**config.mk**
```make
export PLATFORM = sky130hd
export DESIGN_NAME = alu_result_stage
export DESIGN_NICKNAME = d
export VERILOG_FILES = /design/src/rtl/alu_pkg.sv /design/src/rtl/alu_flag_gen.sv /design/src/rtl/alu_result_stage.sv
export SDC_FILE = /design/constraint.sdc
export NUM_CORES = 1
export LEC_CHECK = 0
export CAP_MARGIN = 20
export CORE_ASPECT_RATIO = 0.75
export CORE_UTILIZATION = 28
export DETAILED_ROUTE_END_ITERATION = 10
export DONT_BUFFER_PORTS = 1
export HOLD_SLACK_MARGIN = 0.1
export PLACE_DENSITY = 0.38
export SLEW_MARGIN = 25
export SYNTH_ARGS = -nofsm -noshare
export SYNTH_HDL_FRONTEND = slang
export SYNTH_SLANG_ARGS = --single-unit
```
**constraint.sdc**
```tcl
create_clock -name clk -period 2.61 [get_ports clk]
set_input_delay 0.261 -clock clk [delete_from_list [all_inputs] [get_ports clk]]
set_output_delay 0.261 -clock clk [all_outputs]
set_load 0.02 [all_outputs]
```
**src/rtl/alu_pkg.sv**
```systemverilog
`default_nettype none
// ============================================================================
// alu_pkg : opcode encodings and flag bit positions for the ALU result stage
// Revision: 1.0
// ============================================================================
package alu_pkg;

  localparam logic [2:0] OP_OR  = 3'b000;
  localparam logic [2:0] OP_AND = 3'b001;
  localparam logic [2:0] OP_XOR = 3'b010;
  localparam logic [2:0] OP_ADD = 3'b011;
  localparam logic [2:0] OP_SUB = 3'b100;

  localparam int FLAG_W = 4;
  localparam int FLG_Z  = 3;
  localparam int FLG_N  = 2;
  localparam int FLG_C  = 1;
  localparam int FLG_V  = 0;

endpackage
`default_nettype wire

```
**src/rtl/alu_flag_gen.sv**
```systemverilog
`default_nettype none
// ============================================================================
// alu_flag_gen : selects the unit result for the opcode and derives Z/N/C/V
// Revision: 1.0
// ============================================================================
module alu_flag_gen
  import alu_pkg::*;
#(
  parameter int DATA_W = 16
) (
  input  logic [2:0]        op,
  input  logic [DATA_W-1:0] or_bus,
  input  logic [DATA_W-1:0] and_bus,
  input  logic [DATA_W-1:0] xor_bus,
  input  logic [DATA_W-1:0] sum,
  input  logic              cout,
  input  logic              a_msb,
  input  logic              b_msb,
  output logic [DATA_W-1:0] res,
  output logic [FLAG_W-1:0] flags,
  output logic              illegal
);

  logic w_c;
  logic w_v;
  logic w_sum_msb;

  assign w_sum_msb = sum[DATA_W-1];

  always_comb begin
    res     = '0;
    w_c     = 1'b0;
    w_v     = 1'b0;
    illegal = 1'b0;
    case (op)
      OP_OR:  res = or_bus;
      OP_AND: res = and_bus;
      OP_XOR: res = xor_bus;
      OP_ADD: begin
        res = sum;
        w_c = cout;
        w_v = (a_msb == b_msb) && (w_sum_msb != a_msb);
      end
      // B was inverted inside the adder, so overflow needs unlike operand signs
      OP_SUB: begin
        res = sum;
        w_c = cout;
        w_v = (a_msb != b_msb) && (w_sum_msb != a_msb);
      end
      default: illegal = 1'b1;
    endcase
  end

  always_comb begin
    flags        = '0;
    flags[FLG_Z] = (res == '0);
    flags[FLG_N] = res[DATA_W-1];
    flags[FLG_C] = w_c;
    flags[FLG_V] = w_v;
  end

endmodule
`default_nettype wire

```
**src/rtl/alu_result_stage.sv**
```systemverilog
`default_nettype none
// ============================================================================
// alu_result_stage : queues selected ALU result + flags toward writeback
// Revision: 1.0
// ============================================================================
module alu_result_stage
  import alu_pkg::*;
#(
  parameter int DATA_W = 16,
  parameter int DEPTH  = 2,
  parameter int CNT_W  = 8
) (
  input  logic              clk,
  input  logic              rst,
  input  logic              in_valid,
  output logic              in_ready,
  input  logic [2:0]        in_op,
  input  logic [DATA_W-1:0] in_or,
  input  logic [DATA_W-1:0] in_and,
  input  logic [DATA_W-1:0] in_xor,
  input  logic [DATA_W-1:0] in_sum,
  input  logic              in_cout,
  input  logic              in_a_msb,
  input  logic              in_b_msb,
  output logic              out_valid,
  input  logic              out_ready,
  output logic [DATA_W-1:0] out_res,
  output logic [FLAG_W-1:0] out_flags,
  output logic [CNT_W-1:0]  out_cnt,
  output logic              err,
  input  logic              err_clr
);

  localparam int c_PTR_W = $clog2(DEPTH);
  localparam int c_OCC_W = c_PTR_W + 1;
  localparam int c_ENT_W = DATA_W + FLAG_W;
  localparam logic [c_OCC_W-1:0] c_FULL = c_OCC_W'(DEPTH);

  logic [c_ENT_W-1:0] r_mem [DEPTH];
  logic [c_PTR_W-1:0] r_wr_ptr;
  logic [c_PTR_W-1:0] r_rd_ptr;
  logic [c_OCC_W-1:0] r_occ;
  logic [CNT_W-1:0]   r_cnt;
  logic               r_err;

  logic [DATA_W-1:0]  w_res;
  logic [FLAG_W-1:0]  w_flags;
  logic               w_illegal;
  logic               w_accept;
  logic               w_push;
  logic               w_pop;

  alu_flag_gen #(
    .DATA_W (DATA_W)
  ) u_flag_gen (
    .op      (in_op),
    .or_bus  (in_or),
    .and_bus (in_and),
    .xor_bus (in_xor),
    .sum     (in_sum),
    .cout    (in_cout),
    .a_msb   (in_a_msb),
    .b_msb   (in_b_msb),
    .res     (w_res),
    .flags   (w_flags),
    .illegal (w_illegal)
  );

  // Ready comes from registered occupancy only, so no path from out_ready
  assign in_ready  = (r_occ != c_FULL);
  assign out_valid = (r_occ != '0);
  assign w_accept  = in_valid && in_ready;
  assign w_push    = w_accept && !w_illegal;
  assign w_pop     = out_valid && out_ready;

  assign {out_res, out_flags} = r_mem[r_rd_ptr];
  assign out_cnt = r_cnt;
  assign err     = r_err;

  always_ff @(posedge clk) begin
    if (rst) begin
      for (int i = 0; i < DEPTH; i++) begin
        r_mem[i] <= '0;
      end
      r_wr_ptr <= '0;
      r_rd_ptr <= '0;
      r_occ    <= '0;
    end else begin
      if (w_push) begin
        r_mem[r_wr_ptr] <= {w_res, w_flags};
        r_wr_ptr        <= r_wr_ptr + c_PTR_W'(1);
      end
      if (w_pop) begin
        r_rd_ptr <= r_rd_ptr + c_PTR_W'(1);
      end
      case ({w_push, w_pop})
        2'b10:   r_occ <= r_occ + c_OCC_W'(1);
        2'b01:   r_occ <= r_occ - c_OCC_W'(1);
        default: r_occ <= r_occ;
      endcase
    end
  end

  always_ff @(posedge clk) begin
    if (rst) begin
      r_cnt <= '0;
    end else if (w_pop && (r_cnt != '1)) begin
      r_cnt <= r_cnt + CNT_W'(1);
    end
  end

  // A new illegal accept takes priority over a clear in the same cycle
  always_ff @(posedge clk) begin
    if (rst) begin
      r_err <= 1'b0;
    end else if (w_accept && w_illegal) begin
      r_err <= 1'b1;
    end else if (err_clr) begin
      r_err <= 1'b0;
    end
  end

endmodule
`default_nettype wire

```
==> results.tsv, run 1 <==
metric	value	unit
status	finished, final reports clean	
period_share	78.9	%
diodes	0	
place.gp.congestion	0.745	
final_area	3350	sq um
synth_xor_area_share	2.59	%
slew_headroom	52.1	%
dieHeight	92.2	um
grt_pass1_wl	12800	um
yosys-top-cells-area	edfxtp_1 (38%), dfxtp_1 (9.2%), mux2_2 (7.8%)	
synth_top_family_by_area	simple AND/OR/NAND/NOR gates	
cp.arrival	2150	ps
vias_per_cell	5.14	
post-route-drc-count	0	
drv_slew	0	
synthSimpleGateAreaFrac	20.1	%
cp_data_required_time	2700	ps
p_switching	776	uW
cellLeakagePower	0.00121	uW
synth.area.mux_share	14.1	%
dieArea	11300	sq um
path_clk_slew	70	ps
cellPowerDensity	708	nW/um^2
cts_buffers	5	
yosys.cell_types.count	50	
synth-seq-cells	52	
ys_dominant_reg_cell	edfxtp_1	
synthArstFlopShare	0	%
r2r-start	r_occ[0]	
htreeDepth	2	
cts_tree	done	
synth_compound_area_share	12.3	%
cts_buffer_depth	2	
switching_share	32.8	%
antenna_found_initial	0	
rows	32	
ir_drop	0.000383	V
crit_chain	nand2b_1, o211ai_1, or3_1, nor4_1	
reg2regPathDepth	4	
fin_nets	379	
cp-end-kind	flop	
root_buffer	clkbuf_16	
initial_core_util	29.2	%
io_buffer_count	0	
final_cell_mix	nor2_1 (52), edfxtp_1 (38), mux2_2 (21)	
final.min_clock_period	2060	ps
hp-class	primary input to flop	
fin_util	32.2	%
nFillCells	1103	
finalPower	2370	uW
wirelength	8320	um
synth_edf_count	38	
routedWlPerCell	18.9	um
core_area	10400	sq um
die_x	122	um
cts_hold_buf	1	
grt_max_degree	38	
synth_top_area_share	37.5	%
syn_inst	304	
syn_nets	381	
timing.rr.end	r_mem[0][3]	
hold_viol	0	
num_io_pins	106	
drt_iter0_drc	124	
grt.total_usage	15.2	%
placed_area	3180	sq um
synth_fa_ha_area_share	0.823	%
drv_cap	0	
p_comb_share	27.1	%
drt_pass1_iterations	4	
clock-sinks	52	
seqPwrFrac	43.7	%
p_int	1590	uW
post_cts_buffers	0	
rrSetupSlack	550	ps
holdPathEnd	err	
final_layout_size_suffix_gt1_share	13.5	%
slowest_stage	or3_1	
ys_warn_count	0	
syn_to_final_growth	10.1	%
critPathLaunchType	flop	
yosysSeqAreaShare	46.7	%
min_delay_path_depth	2	
worst-slew-pin-transition	718	ps
final_common_cell	nor2_1	
clock_latency	290	ps
num_vias	2256	
clock.fmax	485	MHz
cts_resized	0	
hp-start	err_clr	
rsz0062_at_grt	false	
cp_max_fo	19	
p_clk_share	29.3	%
syn_area	3040	sq um
max_stage_delay	690	ps
syn_area_per_cell	10.0	sq um
finalSetupTns	0	ps
grt_pass1_vias	2150	
synth_area_leader_cell	edfxtp_1	
worstSetupPathType	flop to flop	
dpl.hpwl	6140	um
ant_nets	0	
setup-violations-final	0	
fin_worst_skew	7.44	ps
grt-ovfl-total	0	
critical path: cells and delay by family (launching register included):
kind / cells / cell delay (ps)
DFF: 1 / 400
AOI/OAI and AO/OA: 1 / 210
and+or+nand+nor: 3 / 1250
synth_stat cells, drive strengths merged (2+ instances only):
master   count
a21oi       12
inv          3
nand3        5
nor3         3
o41ai        2
a22oi        2
ha           2
nand2       15
and2b        2
buf         11
xor2         7
nand3b       4
nand2b       4
nor2        52
a211oi       7
nor4         3
or2          2
edfxtp      38
o22a         2
or3          4
and3         5
a21o         2
nand4        3
mux2        21
clkbuf       7
and2         2
mux2i       17
xnor2        2
o21ai       18
dfxtp       14
a2bb2oi      3
nor2b       15
through the flow:
stage / worst slack [ps] / std cells / hold slack [ps]
finish: 550 / 439 / 152
detailed placement: 582 / 430 / 335
floorplan: 362 / 304 / 434
CTS: 547 / 439 / 146
global route: 401 / 439 / 168
global placement: 648 / 430 / 334
power by group through the flow:
stage / Sequential (uW) / Clock (uW) / Combinational [uW]
floorplan: 1040 / 0 / 537
global placement: 1050 / 0 / 651
detailed placement: 1050 / 0 / 649
CTS: 1040 / 714 / 658
global route: 1050 / 759 / 701
finish: 1030 / 693 / 642
sequential cells by signal, indices dropped and copies added, names as in the netlist, named ones only:
signal    cells
r_occ         2
r_rd_ptr      1
err           1
r_wr_ptr      1
out_cnt       8
r_mem        38
cell type report:
cell class | count | area, sq um | area share, %
multi-input combinational | 230 | 1520 | 45.3
sequential | 52 | 1420 | 42.5
tap | 136 | 170 | 5.08
clock buffer | 5 | 125 | 3.74
timing repair buffer | 9 | 70.1 | 2.09
clock inverter | 3 | 28.8 | 0.860
inverter | 4 | 15.0 | 0.449
logic make-up (layout without fill, tap and decap cells):
family                   Yosys count  in the layout
AND/OR/NAND/NOR                  123            123
AO/OA/AOI/OAI                     57             57
flip-flops                        52             52
multiplexers                      39             39
buffers and inverters             22             21
XOR/XNOR                           9              9
adder cells (fa/ha/maj)            2              2
how the worst max path moves through the flow:
stage	from	to	slack, ps
2_1_floorplan	r_occ[0]	r_mem[0][0]	360
3_3_place_gp	in_op[2]	r_mem[0][3]	650
3_5_place_dp	in_op[2]	r_mem[0][3]	580
4_1_cts	r_occ[0]	r_mem[0][3]	550
5_1_grt	r_occ[0]	r_mem[0][3]	400
6_report	r_occ[0]	r_mem[0][3]	550
layer usage:
metal | share of wire (%) | track usage [%] | up-vias
li1 | - | - | 1108
met1 | 53 | 24.2 | 1058
met2 | 39 | 19.7 | 84
met3 | 6.8 | 4.23 | 6
met4 | 1.2 | 2.64 | 0
met5 | 0 | 0 | -
Note: power is estimated with default switching activity, not from simulation.
==> run 2: changes to the inputs <==
==> constraint.sdc (replaced) <==
create_clock -name clk -period 2 [get_ports clk]
set_input_delay 0.2 -clock clk [delete_from_list [all_inputs] [get_ports clk]]
set_output_delay 0.2 -clock clk [all_outputs]
set_load 0.02 [all_outputs]
==> run 2 against run 1 <==
Effect of this change: combinational power rose by 43%; sequential cell count stayed put; sequential share of layout area fell by 1.4 points; clock power grew 23%; fmax up 17%; sequential power increased by 28%; hold slack improved by 23 ps; setup slack worse by 320 ps; clock skew is 5.6 ps higher; critical path type unchanged; largest cell class unchanged; highest routed layer unchanged.
==> results.tsv, run 2 (same netlist as run 1, synthesis figures left out) <==
metric	value	unit	change
drt_iter0_drc	124		unchanged
cp.arrival	1980	ps	-170 ps
routedWlPerCell	18.8	um	-0.91%
grt_pass1_vias	2216		+3.1%
grt_pass1_wl	12700	um	-0.64%
root_buffer	clkbuf_16		
critPathLaunchType	flop		
hold_viol	0		unchanged
reg2regPathDepth	5		+1
startpoint	r_occ[0]		
ant_nets	0		unchanged
final.min_clock_period	1770	ps	-293 ps
grt-ovfl-total	0		unchanged
worstSetupPathType	flop to flop		
drv_slew	0		unchanged
setup-violations-final	0		unchanged
dieArea	11300	sq um	unchanged
place.gp.congestion	0.758		+1.8%
fin_worst_skew	13.0	ps	+5.55 ps
final_cell_mix	nor2_1 (52), edfxtp_1 (38), mux2_2 (21)		
antenna_found_initial	0		unchanged
status	finished, final reports clean		
hp-class	primary input to flop		
vias_per_cell	5.00		-2.8%
core_area	10400	sq um	unchanged
slew_headroom	64.0	%	+12 points
ir_drop	0.000508	V	+32%
initial_core_util	29.2	%	unchanged
holdPathEnd	r_mem[0][1]		
clock-sinks	52		unchanged
num_vias	2248		-0.35%
path_clk_slew	70	ps	about the same
drt_pass1_iterations	4		unchanged
rows	32		unchanged
num_io_pins	106		unchanged
finalPower	3090	uW	+31%
die_x	122	um	unchanged
cp_data_required_time	2210	ps	-490 ps
timing.rr.end	r_occ[1]		
io_buffer_count	0		unchanged
cellPowerDensity	895	nW/um^2	+26%
dpl.hpwl	6350	um	+3.5%
post-route-drc-count	0		unchanged
grt_max_degree	38		unchanged
wirelength	8450	um	+1.6%
hp-start	in_cout		
cts_buffer_depth	2		unchanged
min_delay_path_depth	2		unchanged
cp_max_fo	5		-14
cellLeakagePower	0.00127	uW	+5.0%
largest_reg_flops	38		unchanged
finalSetupTns	0	ps	unchanged
cts_tree	done		
grt.total_usage	15.5	%	+0.30 points
r2r-start	r_occ[0]		
rsz0062_at_grt	false		
htreeDepth	2		unchanged
diodes	0		unchanged
final_layout_size_suffix_gt1_share	16.6	%	+3.0 points
dieHeight	92.2	um	unchanged
clock_latency	300	ps	about the same
fin_nets	390		+2.9%
final_common_cell	nor2_1		
rrSetupSlack	230	ps	-320 ps
drv_cap	0		unchanged
nFillCells	1109		+0.54%
worst-slew-pin-transition	538	ps	-180 ps
regMostFlops	r_mem		
cts_buffers	5		unchanged
cp-end-kind	flop		
syn_to_final_growth	13.7	%	
cts_resized	0		unchanged
period_share	88.4	%	+9.4 points
clock.fmax	566	MHz	+17%
-- run 2: cell types whose count changed in the layout (fill, tap and decap cells not counted), sizes merged --
cell         delta
inv             -2
dlygate4sd3     +2
buf             +9
clkinvlp        +1
clkinv          +1
-- run 2: per-layer routing --
metal	track usage, %	vias up	wire (um)
met4	3.35	0	86
met5	0	-	0
met1	24.2	1029	4490
met2	20.2	86	3270
li1	-	1123	-
met3	4.35	10	595
-- run 2: power breakdown --
part | total [uW] | internal, uW | switching [uW] | leakage, uW
sequential | 1320 | 1280 | 47.5 | 0.000513
clock | 854 | 466 | 388 | 0.0000702
combinational | 916 | 359 | 558 | 0.000684
-- run 2: worst max-delay path by stage --
stage | end | slack (ps) | depth (start not counted)
2_1_floorplan | r_mem[1][0] | 130 | 5
3_3_place_gp | r_mem[0][3] | 130 | 5
3_5_place_dp | r_mem[0][3] | 110 | 5
4_1_cts | r_occ[1] | 210 | 5
5_1_grt | r_occ[1] | 80 | 5
6_report | r_occ[1] | 230 | 5
-- run 2: worst max-delay path: stages (launching register included) --
cell and delay [ps]:
dfxtp_1 390, nand2b_1 150, o211ai_1 230, ha_1 400
or3_1 370, a21oi_1 150
-- run 2: through the flow --
step	utilization (%)	cell area, sq um	instances	hold slack [ps]	worst slack (ps)
floorplan	-	3050	304	373	127
global placement	31.5	3280	439	274	133
detailed placement	31.5	3280	439	276	111
CTS	33.2	3460	450	183	210
global route	33.2	3460	450	184	79.0
finish	33.2	3460	450	175	233
-- run 2: cell type report --
cell class	instances	area, sq um	area share, %
inverter	4	15.0	0.434
multi-input combinational	230	1520	44.0
timing repair buffer	20	183	5.28
tap	136	170	4.92
clock buffer	5	125	3.62
sequential	52	1420	41.1
clock inverter	3	21.3	0.615
-- run 2: timing repair --
action | in CTS | in global routing
hold endpoints to repair | 14 | 0
hold buffers | 3 | 0
buffers inserted | 0 | 0
==> run 3: changes to the inputs <==
==> constraint.sdc (replaced) <==
create_clock -name clk -period 2 [get_ports clk]
set_input_delay 0.2 -clock clk [delete_from_list [all_inputs] [get_ports clk]]
set_output_delay 0.2 -clock clk [all_outputs]
set_load 0.005 [all_outputs]
==> run 3 against run 2 <==
Effect of this change: setup slack better by 7.3 ps; clock-buffer cell count unchanged; routed wire length up 0.67%; via count down 2.0%; fmax up 0.41%; largest cell class unchanged; cell count down 1.6%; sequential share of layout area up 0.54 points; first-iteration DRC count up 20%; power down 5.3%; clock power up 0.8%; die area unchanged; utilization down 0.43 points.
==> results.tsv, run 3 (same netlist as run 1, synthesis figures left out) <==
metric	value	unit	change
rows	32		unchanged
cts_buffer_depth	2		unchanged
ir_drop	0.000322	V	-37%
cellPowerDensity	859	nW/um^2	-4.0%
initial_core_util	29.2	%	unchanged
vias_per_cell	4.97		-0.50%
largest_reg_flops	38		unchanged
path_clk_slew	70	ps	about the same
final_common_cell	nor2_1		
cts_buffers	5		unchanged
placed_cells	433		-1.4%
dieHeight	92.2	um	unchanged
slew_headroom	62.1	%	-1.9 points
die_x	122	um	unchanged
setup-violations-final	0		unchanged
post-route-drc-count	0		unchanged
clock_latency	290	ps	about the same
hp-class	primary input to flop		
fin_cells	443		-1.6%
cts_tree	done		
nFillCells	1073		-3.2%
dpl.hpwl	6320	um	-0.49%
grt_pass1_vias	2217		+0.045%
core_area	10400	sq um	unchanged
finalSetupTns	0	ps	unchanged
drv_cap	0		unchanged
hold_viol	0		unchanged
num_io_pins	106		unchanged
final_layout_size_suffix_gt1_share	14.7	%	-1.9 points
worstSetupPathType	flop to flop		
fin_nets	383		-1.8%
routedWlPerCell	19.2	um	+2.3%
regMostFlops	r_mem		
grt_pass1_wl	13100	um	+3.0%
rsz0062_at_grt	false		
wirelength	8510	um	+0.67%
status	finished, final reports clean		
period_share	88.0	%	-0.36 points
clock-sinks	52		unchanged
htreeDepth	2		unchanged
grt_max_degree	38		unchanged
cp.arrival	1980	ps	about the same
drv_slew	0		unchanged
fin_worst_skew	4.95	ps	-8.05 ps
cp_max_fo	5		unchanged
cp_data_required_time	2220	ps	about the same
syn_to_final_growth	12.3	%	
antenna_found_initial	0		unchanged
grt-ovfl-total	0		unchanged
post_cts_buffers	0		unchanged
grt.total_usage	15.6	%	+0.14 points
root_buffer	clkbuf_16		
place.gp.congestion	0.708		-6.5%
drt_pass1_iterations	4		unchanged
diodes	0		unchanged
ant_nets	0		unchanged
final_cell_mix	nor2_1 (52), edfxtp_1 (38), mux2_2 (21)		
io_buffer_count	0		unchanged
drt_iter0_drc	149		+20%
worst-slew-pin-transition	567	ps	+29.0 ps
final.min_clock_period	1760	ps	-7.26 ps
dieArea	11300	sq um	unchanged
cts_resized	0		unchanged
cellLeakagePower	0.00124	uW	-2.3%
num_vias	2202		-2.0%
clock.fmax	568	MHz	+0.41%
cp-end-kind	flop		
critPathLaunchType	flop		
-- run 3: repair_timing --
item,in CTS,in global routing
hold buffers,2,0
endpoints found under the hold margin,14,0
endpoints found under the setup margin,0,0
-- run 3: per-stage QoR --
| step | total power [uW] | util [%] | setup slack [ps] | cell area [sq um] | hold slack (ps) |
|---|---|---|---|---|---|
| after floorplan | 1900 | - | 34.3 | 3040 | 373 |
| after global routing | 3080 | 32.8 | 55.9 | 3410 | 179 |
| after CTS | 2970 | 32.8 | 218 | 3410 | 160 |
| after global placement | 2090 | 31.2 | 106 | 3250 | 272 |
| final | 2930 | 32.8 | 240 | 3410 | 161 |
| after detailed placement | 2090 | 31.2 | 128 | 3250 | 272 |
-- run 3: worst paths after layout --
kind	start	end	depth (start not counted)	slack (ps)
setup / recovery	r_occ[0]	r_occ[1]	5	240
hold / removal	in_cout	r_mem[1][1]	2	160
setup reg to reg	r_occ[0]	r_occ[1]	5	240
hold reg to reg	r_rd_ptr	r_rd_ptr	2	510
-- run 3: where the power goes --
group	internal, uW	leakage (uW)	switching (uW)
sequential	1280	0.000513	61.0
combinational	335	0.000655	398
clock	467	0.0000702	394
-- run 3: area by class of cell --
class,instances,area [sq um],share of cell area (%)
Timing Repair Buffer,13,140,4.11
Clock buffer,5,125,3.67
Tap cell,136,170,4.99
Multi-Input combinational cell,230,1520,44.5
Clock inverter,3,21.3,0.623
Inverter,4,15.0,0.440
Sequential cell,52,1420,41.6
-- run 3: worst max-delay path, cell delays in order (launching register included) --
cell	delay, ps
dfxtp_1	350
o21ai_0	420
inv_1	90
ha_1	320
or3_1	370
a21oi_1	140
-- run 3: layer usage --
metal,part of all wire [%],vias up,GRT usage (%),wire length [um]
met5,0,-,0,0
met4,0.55,0,2.74,47
met3,6.3,4,3.98,533
met2,41,81,21.4,3490
met1,52,1009,24.1,4430
li1,-,1108,-,-
